==> src/rtl/lif_pkg.sv <==
// Shared constants and helpers for the leaky integrate-and-fire neuron array.
package lif_pkg;

    localparam logic LIF_RST_ZERO = 1'b0;
    localparam logic LIF_RST_SUB  = 1'b1;

    // Width of a counter that must hold 0..cycles; never narrower than one bit.
    function automatic int refrac_cnt_width(input int cycles);
        return (cycles < 1) ? 1 : $clog2(cycles + 1);
    endfunction

endpackage

==> src/rtl/lif_neuron_core.sv <==
// One LIF neuron: saturating leaky integration, threshold spike, reset mode and
// refractory hold, advanced only on the shared step strobe.
module lif_neuron_core
    import lif_pkg::*;
#(
    parameter int WIDTH         = 8,
    parameter int BETA_SHIFT    = 1,
    parameter int REFRAC_CYCLES = 2
) (
    input  logic             clk,
    input  logic             rst_n,
    input  logic             step,
    input  logic [WIDTH-1:0] current,
    input  logic [WIDTH-1:0] thresh,
    input  logic             mode,
    output logic             spike,
    output logic [WIDTH-1:0] state,
    output logic             refrac
);

    localparam int                 CNT_W       = refrac_cnt_width(REFRAC_CYCLES);
    localparam logic [CNT_W-1:0]   REFRAC_LOAD = CNT_W'(REFRAC_CYCLES);

    logic [CNT_W-1:0] cnt;
    logic [WIDTH:0]   sum_wide;
    logic [WIDTH-1:0] sum_sat;
    logic             fire;

    // One extra bit catches the carry so the sum clamps instead of wrapping.
    always_comb begin
        sum_wide = {1'b0, current} + {1'b0, state >> BETA_SHIFT};
        sum_sat  = sum_wide[WIDTH] ? '1 : sum_wide[WIDTH-1:0];
        fire     = (sum_sat >= thresh);
    end

    // NOTE: state flops use non-blocking assignments so every neuron samples
    // the pre-edge values of its own state and counter.
    always_ff @(posedge clk or negedge rst_n) begin
        if (!rst_n) begin
            state <= '0;
            cnt   <= '0;
            spike <= 1'b0;
        end else if (!step) begin
            spike <= 1'b0;
        end else if (cnt != '0) begin
            cnt   <= cnt - CNT_W'(1);
            state <= '0;
            spike <= 1'b0;
        end else if (fire) begin
            spike <= 1'b1;
            cnt   <= REFRAC_LOAD;
            state <= (mode == LIF_RST_SUB) ? sum_sat - thresh : '0;
        end else begin
            state <= sum_sat;
            spike <= 1'b0;
        end
    end

    assign refrac = (cnt != '0);

endmodule

==> src/rtl/lif_array.sv <==
// Array of N_NEURONS LIF neurons sharing a time-step strobe and a
// runtime-programmable threshold / reset mode.
module lif_array
    import lif_pkg::*;
#(
    parameter int N_NEURONS      = 4,
    parameter int WIDTH          = 8,
    parameter int BETA_SHIFT     = 1,
    parameter int REFRAC_CYCLES  = 2,
    parameter int THRESH_DEFAULT = 127
) (
    input  logic                       clk,
    input  logic                       rst_n,
    input  logic                       step,
    input  logic [N_NEURONS*WIDTH-1:0] current,
    input  logic                       cfg_we,
    input  logic [WIDTH-1:0]           cfg_thresh,
    input  logic                       cfg_mode,
    output logic [N_NEURONS-1:0]       spike,
    output logic [N_NEURONS*WIDTH-1:0] state,
    output logic [N_NEURONS-1:0]       refrac
);

    logic [WIDTH-1:0] thresh_q;
    logic             mode_q;

    // A step coinciding with cfg_we still sees the old values in the neurons.
    always_ff @(posedge clk or negedge rst_n) begin
        if (!rst_n) begin
            thresh_q <= WIDTH'(THRESH_DEFAULT);
            mode_q   <= LIF_RST_ZERO;
        end else if (cfg_we) begin
            thresh_q <= cfg_thresh;
            mode_q   <= cfg_mode;
        end
    end

    for (genvar i = 0; i < N_NEURONS; i++) begin : g_neuron
        lif_neuron_core #(
            .WIDTH         (WIDTH),
            .BETA_SHIFT    (BETA_SHIFT),
            .REFRAC_CYCLES (REFRAC_CYCLES)
        ) u_core (
            .clk     (clk),
            .rst_n   (rst_n),
            .step    (step),
            .current (current[i*WIDTH +: WIDTH]),
            .thresh  (thresh_q),
            .mode    (mode_q),
            .spike   (spike[i]),
            .state   (state[i*WIDTH +: WIDTH]),
            .refrac  (refrac[i])
        );
    end

endmodule
==> config.mk <==
export PLATFORM = sky130hd
export DESIGN_NAME = lif_array
export DESIGN_NICKNAME = d
export VERILOG_FILES = /design/src/rtl/lif_pkg.sv /design/src/rtl/lif_neuron_core.sv /design/src/rtl/lif_array.sv
export SDC_FILE = /design/constraint.sdc
export NUM_CORES = 1
export LEC_CHECK = 0
export CAP_MARGIN = 20
export CELL_PAD_IN_SITES_DETAIL_PLACEMENT = 2
export CELL_PAD_IN_SITES_GLOBAL_PLACEMENT = 2
export CORE_UTILIZATION = 33
export DETAILED_ROUTE_END_ITERATION = 12
export PLACE_DENSITY_LB_ADDON = 0.08
export SYNTH_ARGS = -nofsm -noshare
export SYNTH_HDL_FRONTEND = slang
export SYNTH_SLANG_ARGS = --single-unit
==> constraint.sdc <==
create_clock -name clk -period 6 [get_ports clk]
set_clock_uncertainty 0.15 [all_clocks]
set_input_delay 0.9 -clock clk [delete_from_list [all_inputs] [get_ports clk]]
set_output_delay 0.9 -clock clk [all_outputs]
set_load 0.02 [all_outputs]
==> results.cfg <==
[worst_setup_path]
timing.rr.start = g_neuron[2].u_core.state[1]$_DFFE_PN0P_
reg_to_reg_endpoint = g_neuron[2].u_core.state[1]$_DFFE_PN0P_
timing.critical_path.to_type = flip-flop
worstSetupPathDepth = 17
critical_path.most_common_cell = nor2_1
worst_reg_to_reg_cells = 16
timing.critical_path.max_delay_family = compound AO/OA/AOI/OAI gates
timing.reg2reg.setup_slack_ns = 1.23
critPathRequiredTime_ns = 6.04
cp_slowest_stage_delay_ns = 0.44
crit_arrival_ns = 5.42
critical_path_buf_inv_count = 2
crit_path_cell_trace = clkdlybuf4s50_1 > ha_1 > fa_1 > a211oi_1 > o21ai_0 > a21oi_1 > nor2_1 > nor2_1 > ha_1 > inv_1 > fa_1 > a21o_1 > a2111oi_0 > o31a_1 > nor2_1 > and3_1 > a221o_1
critical_path_class = input port to flip-flop
cell_at_the_slowest_stage_of_the_critical_path = fa_1
critical_path.max_fanout = 9
timing.critical_path.from_type = input port

[floorplanning]
fp.dieArea_sq_um = 16300
initial_cell_density_of_the_core = 0.340
fp-row-count = 45
ioPinCount = 85
die_width_microns = 128
die_height_microns = 128
core_region_area_sq_um = 15300

[clock_tree]
worst_setup_hold_path_clk_slew_ns = 0.08
cts.sink_count = 53
cts.path.max_buffers = 2
post_cts.repair.setup_buffers = 0
postCtsResizedCells = 0
tritoncts.num_buffers = 5
clock_tree.root_cell = clkbuf_16
cts_max_level = 2
insertion_delay_to_the_later_sink_of_the_worst_skew_pair_ns = 0.30
postCtsHoldBufs = 0
tritoncts = done

[finish]
nNetsFinal = 793
fillerInstances = 1721
area_growth_syn_to_layout_pct = 21.8
drive_above_1_share = 0.0568
multi_input_area_sq_um = 3600
n_antenna_cell = 0
sequential_cell_area_sq_um = 1340

[power]
ir_drop_v = 0.000194
power.leakage_nw = 2.81
cellPowerDensity_nw_per_um2 = 593

[drt]
via_count = 4760
drt-initial-drc-count = 131
wirelength_microns = 16700
vias_per_cell = 5.41
ant_nets = 0
drt_pre_antenna_iters = 4
post-route-drc-count = 0
wire_per_inst_microns = 18.9

[synthesis]
ys_seq_area_frac = 0.256
post_synthesis_sequential_element_count = 53
post_synth_edffs = 0
syn-num-nets = 720
postSynthCellCount = 595
syn-cell-area_sq_um = 5210
ys.flop_type = dfrtp_1
synth_fa_ha_area_frac = 0.204
yosys.area_share.xor_xnor = 0.0504
synth.avg_cell_area_sq_um = 8.76
yosys.area_share.simple = 0.156
synth_top_family_by_area = compound AO/OA/AOI/OAI gates
synthArstFlopShare = 1.00
synth_mux_area_frac = 0.0185
synth.lib_cells_used.distinct = 62
synth-compound-area-share = 0.263
synthesis.yosys.warnings = 0

[global_route]
antenna_found_initial = 0
first_global_vias = 5388
grt_max_degree = 54
gr-total-overflow = 0
grt_pass1_wl_microns = 27500
global_route.usage.total = 0.214

[hold_path]
hold_path_startpoint = g_neuron[3].u_core.cnt[0]$_DFFE_PN0P_
timing.hold.worst.class = flip-flop to flip-flop
cell_depth_of_the_worst_min_delay_path = 1
worstHoldEndpoint = g_neuron[3].u_core.cnt[0]$_DFFE_PN0P_

[timing]
setup_viol = 0
max_clock_freq_ghz = 0.186
setup_tns_ns = 0
hold_viol_final = 0
final_max_slew_viol_count = 0
relSlewSlack = 0.502
period_needed_ns = 5.38
grt_setup_unrepaired = no
fin_worst_hold_slack_ns = 0.364
final_min_period_over_clock_period = 0.897
tightest_slew_ns = 0.747

[flow_run]
timing.max_cap.violations = 0

[placement]
portBuffers = 84
dp_wirelength_microns = 13100
routabilityCongestion = 0.792

[outcome]
status = finished clean
[registers in the layout, indices dropped and copies added, names as in the netlist]
register / flops
thresh_q: 8
g_neuron.u_core.spike: 4
g_neuron.u_core.cnt: 8
mode_q: 1
g_neuron.u_core.state: 32
[cells by family after synthesis]
group	after synthesis
xor gates and xnor gates	30
adders and majority gates	80
and+or+nand+nor	165
AOI/OAI and AO/OA	196
buffers and inverters	62
DFF	53
muxes	9
[worst max-delay path by stage]
stage                                                    to   startpoint
global placement    g_neuron[2].u_core.state[1]$_DFFE_PN0P_  current[16]
finish              g_neuron[2].u_core.state[1]$_DFFE_PN0P_  current[16]
detailed placement  g_neuron[0].u_core.state[5]$_DFFE_PN0P_   current[0]
global route          g_neuron[2].u_core.cnt[0]$_DFFE_PN0P_  current[16]
CTS                 g_neuron[0].u_core.state[5]$_DFFE_PN0P_   current[0]
floorplan           g_neuron[0].u_core.state[3]$_DFFE_PN0P_   current[0]
[per-layer routing]
metal  routed length (microns)  vias up  track usage
met5                         0        -            0
met4                       222        0       0.0450
met3                       336       14       0.0221
met2                      8340       71        0.398
met1                      7770     2349        0.267
li1                          -     2326            -
[power by group]
| part | internal (mW) | total (mW) | switching, mW |
|---|---|---|---|
| combinational | 1.25 | 2.85 | 1.61 |
| sequential | 0.490 | 0.605 | 0.115 |
| clock | 0.156 | 0.306 | 0.150 |
[placed cells by master, fill, tap and decap left out, types with 5 or more instances in the layout]
cell	n
clkdlybuf4s50_1	82
ha_1	72
dfrtp_1	46
nand2_1	45
nor2_1	43
inv_1	41
o21ai_0	40
a21oi_1	35
xnor2_1	19
a21o_1	16
nor2b_1	15
xor2_1	11
nand3_1	10
a211oi_1	10
o21a_1	10
or2_2	9
o21bai_1	9
a221o_1	9
nor3_1	8
a31oi_1	8
fa_1	8
nand2b_1	7
dfstp_2	7
o221ai_1	6
and2_1	6
and3_1	6
a221oi_1	6
mux2_2	5
clkbuf_16	5
[Yosys cell counts (5+ instances only)]
master	instances	area, sq um
nand3_1	10	50.1
nand2b_1	7	43.8
a211oi_1	10	75.1
o221ai_1	6	52.6
buf_4	8	60.1
o21ai_0	40	200
inv_1	41	154
o21a_1	10	75.1
nand2_1	45	169
xor2_1	11	96.3
dfstp_2	7	184
fa_1	8	160
mux2_2	5	56.3
o21bai_1	9	67.6
nor3_1	8	40.0
dfrtp_1	46	1150
ha_1	72	901
nor2b_1	15	93.8
or2_2	9	56.3
and3_1	6	37.5
a21oi_1	35	175
a221o_1	9	90.1
and2_1	6	37.5
a221oi_1	6	52.6
nor2_1	43	161
a31oi_1	8	50.1
clkbuf_1	10	37.5
a21o_1	16	120
xnor2_1	19	166
[stage by stage]
stage | area (sq um) | worst slack (ns) | power (mW) | util | std cells
after global routing | 6350 | 0.265 | 4.12 | 0.415 | 880
after detailed placement | 6210 | 0.289 | 3.46 | 0.405 | 872
final | 6350 | 0.620 | 3.77 | 0.415 | 880
after floorplan | 5210 | 1.23 | 2.63 | - | 595
after CTS | 6350 | 0.614 | 3.80 | 0.415 | 880
after global placement | 6210 | 0.407 | 3.32 | 0.405 | 872
[final cells by class]
type	count	share of cell area
sequential	53	0.210
timing repair buffer	87	0.134
multi-input combinational	480	0.567
tap	211	0.0416
inverter	41	0.0242
clock inverter	1	0.00118
clock buffer	7	0.0209
(Power assumes the default switching activity.)
==> RTL change: new RTL, same flow settings <==
Make the reset (`rst_n`) synchronous in 2 clocked blocks.
--- a/src/rtl/lif_neuron_core.sv
+++ b/src/rtl/lif_neuron_core.sv
@@ -35,7 +35,7 @@
 
     // NOTE: state flops use non-blocking assignments so every neuron samples
     // the pre-edge values of its own state and counter.
-    always_ff @(posedge clk or negedge rst_n) begin
+    always_ff @(posedge clk) begin
         if (!rst_n) begin
             state <= '0;
             cnt   <= '0;
--- a/src/rtl/lif_array.sv
+++ b/src/rtl/lif_array.sv
@@ -25,7 +25,7 @@
     logic             mode_q;
 
     // A step coinciding with cfg_we still sees the old values in the neurons.
-    always_ff @(posedge clk or negedge rst_n) begin
+    always_ff @(posedge clk) begin
         if (!rst_n) begin
             thresh_q <= WIDTH'(THRESH_DEFAULT);
             mode_q   <= LIF_RST_ZERO;
Check against the original RTL: differs if rst_n is asserted again (counterexample within 4 cycles, from zero or initial values and one cycle with rst_n low); with rst_n held inactive, the same outputs for 4 cycles.
==> RTL change against the original RTL <==
- power fell by 36%
- count of clock-buffer cells in the layout down 1
- utilization increased by 0.29 points
- area after synthesis fell by 4.8%
- worst setup slack improved by 350 ps
- combinational power down 43%
- worst hold slack got worse by 35 ps
- first-iteration DRC count grew 9.2%
- sequential cell count stayed put
- sequential share of layout area down 3.6 points
- wire length down 5.9%
- design area is 4.1% lower
- register-to-register slack gained 430 ps
- critical endpoint is now g_neuron[1].u_core.state[2]
==> RTL change: results (changes against the original RTL) <==
metric	value	unit	change
worst_hold_path_type	reg2reg		unchanged
drt-wirelength-per-cell	18.6	um	was 18.9 um
gr-usage-met1	25.9	%	was 26.7%
drt-vias-per-instance	5.57		was 5.41
setup_total_negative_slack	0	ps	unchanged
antenna_found_initial	0		unchanged
pwr-share-seq	20.3	%	was 16.1%
maxSlewHeadroom	48.6	%	was 50.2%
critPathArrivalTime	5080	ps	was 5420 ps
dr.first_iter.drc_count	143		was 131
wirelength_met1	7210	um	was 7770 um
worst-path-max-fanout	8		was 9
r2r_cells	14		was 16
cts-buffers-inserted	5		unchanged
grt_pass1_vias	5190		was 5388
clk-insertion-delay-late	300	ps	about the same
finish.utilization	41.7	%	was 41.5%
async_reset_ff_share	0	%	was 100%
netlist-cell-type-count	67		was 62
synth-seq-area-share	21.4	%	was 25.6%
synthesis.area_per_instance	8.47	um^2	was 8.76 um^2
holdCritStartpoint	g_neuron[2].u_core.state[0]		was g_neuron[3].u_core.cnt[0]
synth_nets	711		was 720
first_pass_grt_wire_length	26300	um	was 27500 um
route.vias.total	4699		was 4760
reg.largest.list	g_neuron.u_core.state x32, g_neuron.u_core.cnt x8, thresh_q x8		unchanged
diodes	0		unchanged
power_sequential	490	uW	was 605 uW
use_met2	37.8	%	was 39.8%
ys.flop_type	dfxtp_1		was dfrtp_1
place_worst_setup_slack	640	ps	was 289 ps
grt_max_degree	18		was 54
status	completed		unchanged
placed_cell_area	5940	um^2	was 6210 um^2
antenna_violating_nets_post_route	0		unchanged
dr_wl_met2	8000	um	was 8340 um
finalNetCount	784		was 793
min_path_cells	2		was 1
port-buffer-count	84		unchanged
leakage	0.00269	uW	was 0.00281 uW
use_met3	2.49	%	was 2.21%
groute.usage.overall	20.7	%	was 21.4%
post-dp-hpwl	12700	um	was 13100 um
gpl.final_weighted_congestion	0.775		was 0.792
met3_length	322	um	was 336 um
max-vdd-ir-drop	136	uV	was 194 uV
worst_setup_path_startpoint	current[8]		was current[16]
synth_top_cells_by_count	72 x ha_1, 53 x dfxtp_1, 39 x nor2_1		was 72 x ha_1, 46 x dfrtp_1, 45 x nand2_1
synth.top_cells.by_area	dfxtp_1 21%, ha_1 18%, a21o_1 3.6%		was dfrtp_1 22%, ha_1 17%, o21ai_0 3.8%
power_report.internal_total	1320	uW	was 1890 uW
dp_cells	836		was 872
layout-drive-gt1-share	4.86	%	was 5.68%
share_clk_of_total_power	12.8	%	was 8.1%
RTL change: cell types whose count changed after synthesis, sizes merged, moves of 9 or more:
| cell | delta |
|---|---|
| a21o | +9 |
| a22o | +13 |
| dfrtp | -46 |
| dfxtp | +53 |
| nand2 | -11 |
RTL change: worst paths after layout:
kind         slack (ps)                           to
max                 970  g_neuron[1].u_core.state[2]
max reg2reg        1660  g_neuron[1].u_core.state[2]
min reg2reg         330  g_neuron[2].u_core.state[0]
min                 330  g_neuron[2].u_core.state[0]
RTL change: cells by family after synthesis:
kind of cell,Yosys count,synth area share [%]
compound gates,198,28.7
xor+xnor,32,5.65
fa+ha+maj,80,21.4
buf+inv,59,5.14
flops,53,21.4
mux,9,1.84
simple gates,155,15.9
RTL change: cell type report:
class                   instances  area, um^2
fillers                      1618        8500
inverters                      38         143
clock buffers                   6         139
multi-input cells             474        3650
clock inverters                 1        7.51
flip-flops and latches         53        1060
well taps                     184         230
repair buffers                 87         863
